<file path="config.mk">
export PLATFORM = sky130hd
export DESIGN_NAME = inst_queue
export DESIGN_NICKNAME = d
export VERILOG_FILES = /design/src/rtl/inst_queue.sv
export SDC_FILE = /design/constraint.sdc
export NUM_CORES = 1
export LEC_CHECK = 0
export BUFFER_PORTS_ARGS = -buffer_cell sky130_fd_sc_hd__buf_2
export CORE_ASPECT_RATIO = 2
export CORE_UTILIZATION = 40
export DETAILED_ROUTE_END_ITERATION = 10
export SYNTH_ARGS = -nofsm -noshare
export SYNTH_HDL_FRONTEND = slang
export SYNTH_SLANG_ARGS = --single-unit
</file>
<file path="constraint.sdc">
create_clock -name clk_in -period 10.52 [get_ports clk_in]
set_input_delay 3.156 -clock clk_in [delete_from_list [all_inputs] [get_ports clk_in]]
set_output_delay 3.156 -clock clk_in [all_outputs]
set_load 0.01 [all_outputs]
</file>
<file path="src/rtl/inst_queue.sv">
// -----------------------------------------------------------------------------
// inst_queue -- circular instruction FIFO between the fetcher and the Decoder.
//
// Holds fetched {inst, pc} pairs and presents the head entry to the Decoder.
// The head is dequeued when the Decoder reports the Dispatcher consumed it.
// A flush (clr_in) empties the queue on the next rising edge.
//
// Optional feature macro: IQ_BYPASS_EN
//   When defined, an empty queue forwards the incoming fetch combinationally
//   to the Decoder. If it is consumed in that same cycle it is never written.
//
// Ports:
//   clk_in, rst_in       clock (rising edge), async active-high reset
//   rdy_in               global ready; low freezes all queue state
//   clr_in               synchronous flush
//   rdy_if_in            fetcher presents inst_if_in / pc_if_in
//   full_if_out          queue holds DEPTH entries
//   almost_full_if_out   free slots <= ALMOST_FULL_GAP
//   rdy_dec_out          head valid, with inst_dec_out / pc_dec_out
//   rdy_dispatch_dec_in  head consumed this cycle
// -----------------------------------------------------------------------------
`ifndef ADDR_WIDTH
`define ADDR_WIDTH 32
`endif

module inst_queue #(
  parameter int IQ_SIZE_LOG     = 4,
  parameter int ALMOST_FULL_GAP = 2
) (
  input  logic                   clk_in,
  input  logic                   rst_in,
  input  logic                   rdy_in,
  input  logic                   clr_in,
  input  logic                   rdy_if_in,
  input  logic [31:0]            inst_if_in,
  input  logic [`ADDR_WIDTH-1:0] pc_if_in,
  output logic                   full_if_out,
  output logic                   almost_full_if_out,
  output logic                   rdy_dec_out,
  output logic [31:0]            inst_dec_out,
  output logic [`ADDR_WIDTH-1:0] pc_dec_out,
  input  logic                   rdy_dispatch_dec_in
);

  localparam int DEPTH = 1 << IQ_SIZE_LOG;
  localparam logic [IQ_SIZE_LOG:0] DEPTH_C = (IQ_SIZE_LOG+1)'(DEPTH);
  localparam logic [IQ_SIZE_LOG:0] GAP_C   = (IQ_SIZE_LOG+1)'(ALMOST_FULL_GAP);
  localparam logic [IQ_SIZE_LOG:0] ONE_C   = (IQ_SIZE_LOG+1)'(1);
  localparam logic [IQ_SIZE_LOG-1:0] PINC  = IQ_SIZE_LOG'(1);

  logic [31:0]            r_inst [DEPTH];
  logic [`ADDR_WIDTH-1:0] r_pc   [DEPTH];
  logic [IQ_SIZE_LOG-1:0] r_head, r_tail;
  logic [IQ_SIZE_LOG:0]   r_count;

  logic w_full, w_empty, w_push, w_pop, w_byp, w_byp_take, w_wr;

  assign w_full  = (r_count == DEPTH_C);
  assign w_empty = (r_count == '0);
  assign w_push  = rdy_in & rdy_if_in & ~w_full;
  assign w_pop   = rdy_in & rdy_dispatch_dec_in & ~w_empty;

`ifdef IQ_BYPASS_EN
  // Forward the fetch straight through when there is nothing queued ahead.
  assign w_byp      = w_empty & rdy_if_in & rdy_in & ~clr_in;
  assign w_byp_take = w_byp & rdy_dispatch_dec_in;
`else
  assign w_byp      = 1'b0;
  assign w_byp_take = 1'b0;
`endif

  // A bypassed entry consumed in the same cycle never lands in storage.
  assign w_wr = w_push & ~w_byp_take & ~clr_in;

  assign full_if_out        = w_full;
  assign almost_full_if_out = (DEPTH_C - r_count) <= GAP_C;
  assign rdy_dec_out        = ~w_empty | w_byp;

  always_comb begin
    inst_dec_out = '0;
    pc_dec_out   = '0;
    if (!w_empty) begin
      inst_dec_out = r_inst[r_head];
      pc_dec_out   = r_pc[r_head];
    end else if (w_byp) begin
      inst_dec_out = inst_if_in;
      pc_dec_out   = pc_if_in;
    end
  end

  // Storage is not reset; only entries between head and tail are ever read.
  always_ff @(posedge clk_in) begin
    if (w_wr) begin
      r_inst[r_tail] <= inst_if_in;
      r_pc[r_tail]   <= pc_if_in;
    end
  end

  always_ff @(posedge clk_in or posedge rst_in) begin
    if (rst_in) begin
      r_head  <= '0;
      r_tail  <= '0;
      r_count <= '0;
    end else if (clr_in) begin
      r_head  <= '0;
      r_tail  <= '0;
      r_count <= '0;
    end else begin
      if (w_wr)  r_tail <= r_tail + PINC;
      if (w_pop) r_head <= r_head + PINC;
      case ({w_wr, w_pop})
        2'b10:   r_count <= r_count + ONE_C;
        2'b01:   r_count <= r_count - ONE_C;
        default: r_count <= r_count;
      endcase
    end
  end

endmodule

</file>
Word level (Yosys, flattened, before mapping)
Memory sizes are Yosys's and may differ from the RTL's.
Index checks and enable logic that the tools add are counted.
{"block": "classes", "n_eq_ne": 3, "n_mul": 0, "n_bitwise": 8, "addsub": 5, "shifts": 0, "mux": 10, "n_reduce_logical": 4, "n_div": 0, "order_cmp": 1}
{"op": "$mux W32", "count": 2}
{"op": "$mux W4", "count": 4}
{"op": "$pmux W5 S2", "count": 1}
{"op": "$add A4 B1 Y4 const B", "count": 2}
{"op": "$add A5 B1 Y5 const B", "count": 1}
{"op": "$and A1 B1 Y1", "count": 5}
{"op": "$eq A5 B5 Y1 const B", "count": 1}
{"op": "$le A5 B2 Y1 const B", "count": 1}
{"op": "$logic_not A5 Y1", "count": 1}
{"op": "$mux W5", "count": 1}
{"op": "$sub A5 B1 Y5 const B", "count": 1}
{"op": "$sub A5 B5 Y5 const A", "count": 1}
{"op": "$reduce_bool A2 Y1", "count": 2}
{"op": "$not A1 Y1", "count": 3}
{"op": "$reduce_bool A3 Y1", "count": 1}
{"op": "$eq A2 B1 Y1 const B", "count": 1}
{"op": "$eq A2 B2 Y1 const B", "count": 1}
{"op": "$mux W1", "count": 2}
{"block": "word_totals", "ff_bits": 13, "rom_bits": 0, "output_inout_bits": 67, "ramBits": 1024, "mem_count": 2, "wordCells": 36, "latch_bits": 0}
{"name": "r_inst", "depth": 16, "word_bits": 32, "rd": 1, "rd_ports_with_merged_regs": 0, "write_ports": 1, "line_no": "51", "source": "logic [31:0] r_inst [DEPTH];"}
{"name": "r_pc", "depth": 16, "word_bits": 32, "rd": 1, "rd_ports_with_merged_regs": 0, "write_ports": 1, "line_no": "52", "source": "logic [`ADDR_WIDTH-1:0] r_pc [DEPTH];"}

Logic depth before layout (Yosys ltp)
Gate-level depths: netlist of run 1.
{"block": "depth", "depth_word": 7, "ltp_mapped": 15, "ltp_nobuf": 14}

Least setup slack after synthesis of run 1
No wires, ideal clock.
{"block": "synth_path", "path_kind": "input -> register", "start": "input rdy_in", "end": "memory r_inst[3][0], enable pin", "path_buffers": 1, "setup_ns": 0.565, "arrival_ns": 8.255, "required_ns": 9.955, "path_slack_ns": 1.701, "path_stages": 5, "cell_sequence": "clkbuf_1 > nand2_1 > nor2_1 > nand2_1 > nor3_1"}
{"block": "synth_via", "elab_chain_len": 5}
{"element": "start, declared", "line_no": "32", "source": "input logic rdy_in,"}
{"element": "$and A1 B1 Y1 (2 in series)", "line_no": "60", "source": "assign w_push = rdy_in & rdy_if_in & ~w_full;"}
{"element": "$and A1 B1 Y1", "line_no": "73", "source": "assign w_wr = w_push & ~w_byp_take & ~clr_in;"}
{"element": "$mux W1", "line_no": "93", "source": "if (w_wr) begin"}
{"element": "$mux W1 (not written as such)", "line_no": "94", "source": "r_inst[r_tail] <= inst_if_in;"}
{"element": "end, declared", "line_no": "51"}
No other way between the ends.

Worst setup path in the final report of run 1
{"block": "layout_path", "start": "register r_head[0]", "end": "output inst_dec_out[28]"}
{"block": "layout_via", "elab_chain_len": 2}
{"element": "start, declared", "line_no": "53", "source": "logic [IQ_SIZE_LOG-1:0] r_head, r_tail;"}
{"element": "start signal, assigned", "line_no": "110", "source": "if (w_pop) r_head <= r_head + PINC;"}
{"element": "$mem_v2 Z16 W32"}
{"element": "$mux W32", "line_no": "82", "source": "if (!w_empty) begin"}
{"element": "end, declared", "line_no": "40", "source": "output logic [31:0] inst_dec_out,"}
No other way between the ends.

==> impl_metrics.toml, run 1 <==
[global_routing]
grt_max_degree = 105
antenna_found_initial = 11
overflow = 0
grt_use_total = 0.181
grt_pass1_vias = 19500
grt_first_pass_wirelength_um = 131000

[sta]
setup_viol = 0
fmax_ghz = 0.140
worst_pin_slew_ns = 1.16
hold_viol = 0
fin_crit_sh = 0.678
final.min_clock_period_ns = 7.13
worst_hold_slack_ns = 0.621
setup_tns_ns = 0
slew_violations = 0
fin_ws_ns = 3.39
relSlewSlack = 0.225
rsz0062_at_grt = "no"
skew_ns = 0.0252

[layout]
final_core_util = 0.456
design_area_sq_mm = 0.0451
drive_gt1_frac = 0.281
final_nets = 1947
syn2layout_area_growth_pct = 12.9

[critical_path]
crit_cells = 5
worstPathArrival_ns = 3.97
cp_data_required_time_ns = 7.36
ff2ff_path_depth = 10
cpLargestDelayFamily = "flip-flops"
critical-path-max-stage-delay_ns = 1.18
path_class = "flop to output pin"
cp_slowest_cell = "dfrtp_4"
critPathMaxFanout = 104
crit_buf_inv = 2
crit_chain = "buf_12, mux4_1, mux2i_1, o22ai_1, buf_2"
start_kind = "flop"
crit_path_end_kind = "output pin"

[logic_synthesis]
synth_area_leaders = "edfxtp_1, mux4_2, mux2i_1"
synthSimpleGateAreaFrac = 0.00752
synth-seq-cells = 1037
synth_common_cells = "edfxtp_1, mux4_2, mux2i_1"
syn-cell-area_sq_mm = 0.0400
synth_xor_area_frac = 0.00219
async_flop_share = 0.0125
synth_top_cell_area_share = 0.770
synth_cell_types = 35
synth-adder-area-share = 0.00344
muxShareOfSynthArea = 0.180
synthCells = 1691
synth_ff_type = "edfxtp_1"
synth_top_area_cell = "edfxtp_1"
yosysSeqAreaShare = 0.778
synth_top_family_by_area = "multiplexers"
yosysMostFrequentCell = "edfxtp_1"
syn-num-nets = 1772
synth_area_per_cell_sq_um = 23.6
synth_edf_count = 1024
yosys_warnings = 0
synth_compound_area_frac = 0.0128

[clocking]
cts_buffers = 91
postCtsSetupBuffers = 0
clock_latency_ns = 0.67
cts_root_buf = "clkbuf_16"
clkTransAtPathRegs_ns = 0.07
cts.hold.buffers_added = 0
clockBufferDepth = 3
cts_tree = "built"
cts_resized = 0
ctsHtreeMaxLevel = 3
clock_sink_count = 1037

[detailed_routing]
drt-initial-drc-count = 1295
wl_per_cell_um = 27.4
vias = 17800
wirelength_um = 89300
via_per_inst = 5.47
drtPass1Iterations = 5
drc = 0
ant_nets = 0

[min_path]
hold_path.class = "flop to flop"
whs_path_depth = 2

[power]
p_per_area_mw_per_mm2 = 190
peakVddDrop_v = 0.000175
p_leak_uw = 0.0137

[run_status]
outcome = "complete, no violations"

[placement]
gp_congestion = 0.751
dpl_worst_slack_ns = 3.95
numPortBuffers = 136
post-dp-hpwl_um = 46600
placed_area_sq_mm = 0.0422

[floorplan]
num_io_pins = 137
core_sq_mm = 0.0989
std_cell_rows = 163
die_area_sq_mm = 0.101
start_util = 0.404
die_x_um = 225
die_y_um = 449

[run]
maxCapViolations = 0
==> cell families (layout without fill, tap and decap cells) <==
kind of cell	Yosys count	in the layout
muxes	385	385
adders and majority gates	11	11
AOI/OAI and AO/OA	83	83
other	0	4
DFF	1037	1037
buffers and inverters	101	346
and+or+nand+nor	64	64
xor gates and xnor gates	10	10
==> report_power, final <==
| group | internal, uW | switching (uW) | leakage, uW |
|---|---|---|---|
| clock | 1870 | 1480 | 0.00143 |
| sequential | 4550 | 25.4 | 0.00938 |
| combinational | 274 | 373 | 0.00285 |
==> routing by layer <==
layer  vias to the layer above  wire length, um  GRT usage
met1                      9641            32900      0.204
met5                         -               69          0
li1                       7607                -          -
met4                        10             2220     0.0591
met2                       427            50300      0.341
met3                       137             3820     0.0290
==> stage by stage <==
step	total power [uW]	std cells
after floorplan	5090	1691
after CTS	8680	3256
after global routing	8860	3259
after detailed placement	5340	3093
final	8580	3260
after global placement	5320	3093
==> layout make-up <==
class                           instances  area [sq um]
Fill cell                            8189         53800
Sequential cell                      1037         31100
Multi-Input combinational cell        553          8370
Clock buffer                          107          2380
Tap cell                             1320          1650
Timing Repair Buffer                  174          1020
Clock inverter                         56           582
Inverter                                9          33.8
Antenna cell                            4          10.0
==> cells in the final DEF (no fill, tap or decap), drive strengths merged, types with 4 or more instances in the layout <==
master | synthesis | routed
edfxtp | 1024 | 1024
mux4 | 256 | 256
buf | 67 | 174
mux2i | 129 | 129
clkbuf | 25 | 107
o22ai | 65 | 65
clkinv | 0 | 34
nor2 | 24 | 24
nand2 | 14 | 14
inv | 9 | 14
dfrtp | 13 | 13
ha | 11 | 11
bufinv | 0 | 10
a21oi | 8 | 8
clkinvlp | 0 | 7
xnor2 | 6 | 6
o21ai | 5 | 5
nand3 | 5 | 5
nor3 | 5 | 5
diode | 0 | 4
xor2 | 4 | 4
==> flip-flops by register name (all words and copies together) (netlist names) <==
signal   flops
r_inst     512
r_pc       512
r_count      5
r_head       4
r_tail       4
==> worst paths after layout <==
path | endpoint | startpoint | slack (ns)
worst max-delay path | inst_dec_out[28] | r_head[0] | 3.39
worst min-delay path | r_tail[1] | r_tail[1] | 0.62
worst max register to register | r_inst[7][28] | r_count[1] | 6.24
worst min register to register | r_tail[1] | r_tail[1] | 0.62
max in group asynchronous | r_head[3] | rst_in | 7.56
min in group asynchronous | r_count[2] | rst_in | 2.53
==> worst register-to-register path: stages, from the launching register on <==
cell	delay, ns
dfrtp_1	0.49
inv_1	0.13
ha_1	0.23
nor3b_1	0.16
ha_1	0.26
nor2b_1	0.22
nand2_1	0.16
nor2_1	0.24
nand2_1	0.27
nor2_4	0.78
buf_4	0.87
Note: power is estimated with default switching activity, not from simulation.
==> run 2, diff against run 1 <==
clock period = 7.5 ns   (was 10.52 ns; I/O delays follow)
==> impl_metrics.toml, run 2 (synthesis gave the netlist of run 1 again) <==
[clocking]
cts_resized = 0
clock_sink_count = 1037
cts_root_buf = "clkbuf_16"
cts_tree = "built"
clock_latency_ns = 0.68
postCtsSetupBuffers = 0
cts.hold.buffers_added = 0
clockBufferDepth = 3
ctsHtreeMaxLevel = 3
cts_buffers = 88
clkTransAtPathRegs_ns = 0.07

[global_routing]
antenna_found_initial = 17
overflow = 0
grt_first_pass_wirelength_um = 134000
grt_max_degree = 71
grt_pass1_vias = 19700
grt_use_total = 0.184

[layout]
final-seq-area_sq_mm = 0.0311
most-common-layout-cells = "edfxtp_1, mux4_2, buf_2"
drive_gt1_frac = 0.282
syn2layout_area_growth_pct = 13.0
fillers = 8123
final_nets = 1959
mostFrequentLayoutCell = "edfxtp_1"
final_cells = 3270
largestRegisters = "r_inst (512), r_pc (512), r_count (5)"
multiInputGateArea_sq_mm = 0.00839

[min_path]
hp-start = "r_tail[1]"
min_to = "r_tail[1]"
hold_path.class = "flop to flop"
whs_path_depth = 2

[placement]
gp_congestion = 0.743
post-dp-hpwl_um = 50400
numPortBuffers = 136
dp_cells = 3108

[floorplan]
start_util = 0.404
num_io_pins = 137
std_cell_rows = 163
die_y_um = 449
core_sq_mm = 0.0989
die_x_um = 225
die_area_sq_mm = 0.101

[run_status]
outcome = "complete, no violations"

[detailed_routing]
drc = 0
vias = 18000
ant_nets = 0
drt-initial-drc-count = 1239
wl_per_cell_um = 27.9
wirelength_um = 91100
via_per_inst = 5.51
drtPass1Iterations = 4

[sta]
hold_viol = 0
skew_ns = 0.0219
setup_viol = 0
fin_crit_sh = 0.797
rsz0062_at_grt = "no"
worst_hold_slack_ns = 0.618
final.min_clock_period_ns = 5.98
setup_tns_ns = 0
fmax_ghz = 0.167
worst_pin_slew_ns = 1.27
relSlewSlack = 0.154
slew_violations = 0

[critical_path]
regToRegSetupSlack_ns = 3.45
crit_top_cell = "ha_1"
start_kind = "flop"
critical-path-max-stage-delay_ns = 0.66
cp_slowest_cell = "or2_4"
cp_data_required_time_ns = 5.25
path_class = "flop to output pin"
critPathMaxFanout = 40
crit_chain = "inv_1, ha_1, nor3b_1, ha_1, or2_4, buf_4, o22ai_1, buf_2"
worstPathArrival_ns = 3.73
crit_path_end_kind = "output pin"
worstReg2RegStart = "r_count[1]"
timing.rr.end = "r_inst[11][13]"
ff2ff_path_depth = 10

[run]
maxCapViolations = 0

[power]
peakVddDrop_v = 0.000169
p_per_area_mw_per_mm2 = 262
p_leak_uw = 0.0137
-- run 2: cell count changes in the layout (fill, tap and decap cells not counted), moves of 4 or more --
cell / delta
buf_12: +6
buf_4: +9
bufinv_16: -4
clkbuf_16: -4
clkinv_4: -4
nor3_2: -4
nor3_4: +4
-- run 2: worst max-delay path by stage --
stage	from	endpoint	slack, ns	cells after the start
after floorplan	rdy_in	r_inst[15][0]	1.30	5
after global placement	r_count[1]	inst_dec_out[22]	2.24	8
after detailed placement	r_count[1]	inst_dec_out[22]	2.18	8
after CTS	r_count[1]	inst_dec_out[22]	1.44	8
after global routing	r_count[0]	inst_dec_out[22]	1.30	9
final	r_count[1]	inst_dec_out[22]	1.52	8
-- run 2: stage by stage --
stage	utilization	cell area (sq um)	total power, uW	setup WS [ns]
after floorplan	-	40000	7140	1.30
after global placement	0.428	42400	7490	2.24
after detailed placement	0.428	42400	7510	2.18
after CTS	0.456	45100	12000	1.44
after global routing	0.456	45100	12200	1.30
final	0.456	45100	11800	1.52
-- run 2: layout make-up --
cell class / count / area share
clock inverter: 54 / 0.0106
tap: 1320 / 0.0366
multi-input combinational: 553 / 0.186
antenna: 2 / 0.000111
clock buffer: 106 / 0.0508
inverter: 9 / 0.000748
timing repair buffer: 189 / 0.0267
sequential: 1037 / 0.689
-- run 2: worst max-delay path: cells and delay by family, from the launching register on --
kind / cells / cell delay, ns
adder cells (fa/ha/maj): 2 / 0.49
flip-flops: 1 / 0.47
buffers and inverters: 3 / 0.86
AO/OA/AOI/OAI: 1 / 0.23
AND/OR/NAND/NOR: 2 / 0.94
-- run 2: report_power, final --
| part | internal [uW] | leakage (uW) | switching (uW) |
|---|---|---|---|
| Sequential | 6390 | 0.00938 | 30.0 |
| Clock | 2410 | 0.00134 | 2060 |
| Combinational | 392 | 0.00293 | 543 |
-- run 2: layer usage --
layer  GRT usage  vias up  wire length [um]
li1            -     7615                 -
met5           0        -               108
met4      0.0499       20              1840
met1       0.217     9850             35100
met2       0.342      395             50500
met3      0.0295      143              3580
==> run 3, diff against run 2 <==
clock period = 4.9 ns   (was 7.5 ns; I/O delays follow)
==> impl_metrics.toml, run 3 (synthesis gave the netlist of run 1 again) <==
[power]
switchingPower_uw = 4050
peakVddDrop_v = 0.000232
power_frac_comb = 0.081
p_int_uw = 14400
pwr-share-clk = 0.388
netSwitchingFraction = 0.220
p_leak_uw = 0.0139
pwr-share-seq = 0.531
p_per_area_mw_per_mm2 = 405

[min_path]
hp-start = "r_tail[1]"
hold_path.class = "flop to flop"

[layout]
final-seq-area_sq_mm = 0.0311
fillers = 8096
final_nets = 1980
largestRegisters = "r_inst (512), r_pc (512), r_count (5)"
mostFrequentLayoutCell = "edfxtp_1"
most-common-layout-cells = "edfxtp_1, mux4_2, buf_2"
multiInputGateArea_sq_mm = 0.00841
syn2layout_area_growth_pct = 14.2
final_cells = 3285
drive_gt1_frac = 0.293

[critical_path]
critical-path-max-stage-delay_ns = 0.47
startpoint = "r_count[1]"
worstPathArrival_ns = 3.23
cpLargestDelayFamily = "buffers and inverters"
cp_slowest_cell = "dfrtp_1"
start_kind = "flop"
endpoint = "inst_dec_out[22]"
timing.rr.end = "r_pc[0][8]"
critPathMaxFanout = 31
crit_chain = "inv_1, ha_1, nor3b_1, ha_1, inv_1, nand2_8, buf_12, o22ai_1, buf_2"
crit_buf_inv = 4
crit_path_end_kind = "output pin"
path_class = "flop to output pin"
worstReg2RegStart = "r_count[1]"
ff2ff_path_depth = 10
cp_data_required_time_ns = 3.43
crit_cells = 9
regToRegSetupSlack_ns = 1.44

[floorplan]
die_x_um = 225
start_util = 0.404
std_cell_rows = 163
die_y_um = 449
die_area_sq_mm = 0.101
core_sq_mm = 0.0989
num_io_pins = 137

[placement]
post-dp-hpwl_um = 50200
gp_congestion = 0.735
dp_cells = 3129
numPortBuffers = 136
dpl_worst_slack_ns = 0.585

[sta]
fmax_ghz = 0.213
fin_ws_ns = 0.203
fin_crit_sh = 0.959
rsz0062_at_grt = "no"
skew_ns = 0.0171
relSlewSlack = 0.483
slew_violations = 0
setup_viol = 0
worst_hold_slack_ns = 0.613
hold_viol = 0
worst_pin_slew_ns = 0.776
setup_tns_ns = 0
final.min_clock_period_ns = 4.70

[run]
maxCapViolations = 0

[detailed_routing]
drtPass1Iterations = 5
ant_nets = 0
wirelength_um = 90400
drc = 0
via_per_inst = 5.50
wl_per_cell_um = 27.5
drt-initial-drc-count = 1160
vias = 18100

[global_routing]
grt_max_degree = 65
use_met1 = 0.215
grt_pass1_vias = 19600
overflow = 0
busiest_layer = "met2"
grtUsageMet3 = 0.0294
met2_usage = 0.335
grt_use_total = 0.182
antenna_found_initial = 16
grt_first_pass_wirelength_um = 133000

[clocking]
clock_sink_count = 1037
clockBufferDepth = 3
ctsHtreeMaxLevel = 3
cts_root_buf = "clkbuf_16"
cts_tree = "built"
cts_buffers = 88
postCtsSetupBuffers = 0
clkTransAtPathRegs_ns = 0.07
clock_latency_ns = 0.68

[run_status]
outcome = "complete, no violations"
run 3: what timing repair did:
action,CTS,global route
cloned,0,0
setup endpoints to repair,4,28
hold buffers,0,0
gates resized for setup,2,3
run 3: area by class of cell:
type                            count  area share
Sequential cell                  1037       0.681
Clock inverter                     50      0.0137
Clock buffer                      105      0.0501
Timing Repair Buffer              210      0.0341
Inverter                            9    0.000740
Multi-Input combinational cell    553       0.184
Tap cell                         1320      0.0362
Antenna cell                        1   0.0000548
run 3: how the worst min path moves through the flow:
stage	slack (ns)	end	cells past startpoint
3_3_place_gp	0.57	r_tail[1]	2
3_5_place_dp	0.61	r_tail[1]	2
2_1_floorplan	0.55	r_head[1]	2
6_report	0.61	r_tail[1]	2
4_1_cts	0.62	r_tail[1]	2
5_1_grt	0.62	r_tail[1]	2
run 3: tightest hold or removal path: cells and delay by family (launching register included):
| family | cells | cell delay (ns) |
|---|---|---|
| DFF | 1 | 0.43 |
| and+or+nand+nor | 1 | 0.08 |
| AOI/OAI and AO/OA | 1 | 0.06 |
run 3: per-stage QoR:
step	total power, uW	cell area, sq um	utilization
final	18500	45600	0.461
after global placement	11500	42700	0.432
after detailed placement	11500	42700	0.432
after global routing	19100	45600	0.461
after floorplan	10900	40000	-
after CTS	18700	45600	0.461
run 3: metal layers:
layer	routed length (um)	share of wire
met5	135	0.0015
met4	1880	0.021
met3	3950	0.044
met2	50000	0.55
met1	34500	0.38
run 3: power by group through the flow:
stage | clock, uW | sequential, uW | combinational [uW]
global placement | 0 | 10000 | 1500
finish | 7170 | 9810 | 1490
global route | 7640 | 9800 | 1610
CTS | 7350 | 9800 | 1530
floorplan | 0 | 9990 | 936
detailed placement | 0 | 10000 | 1530
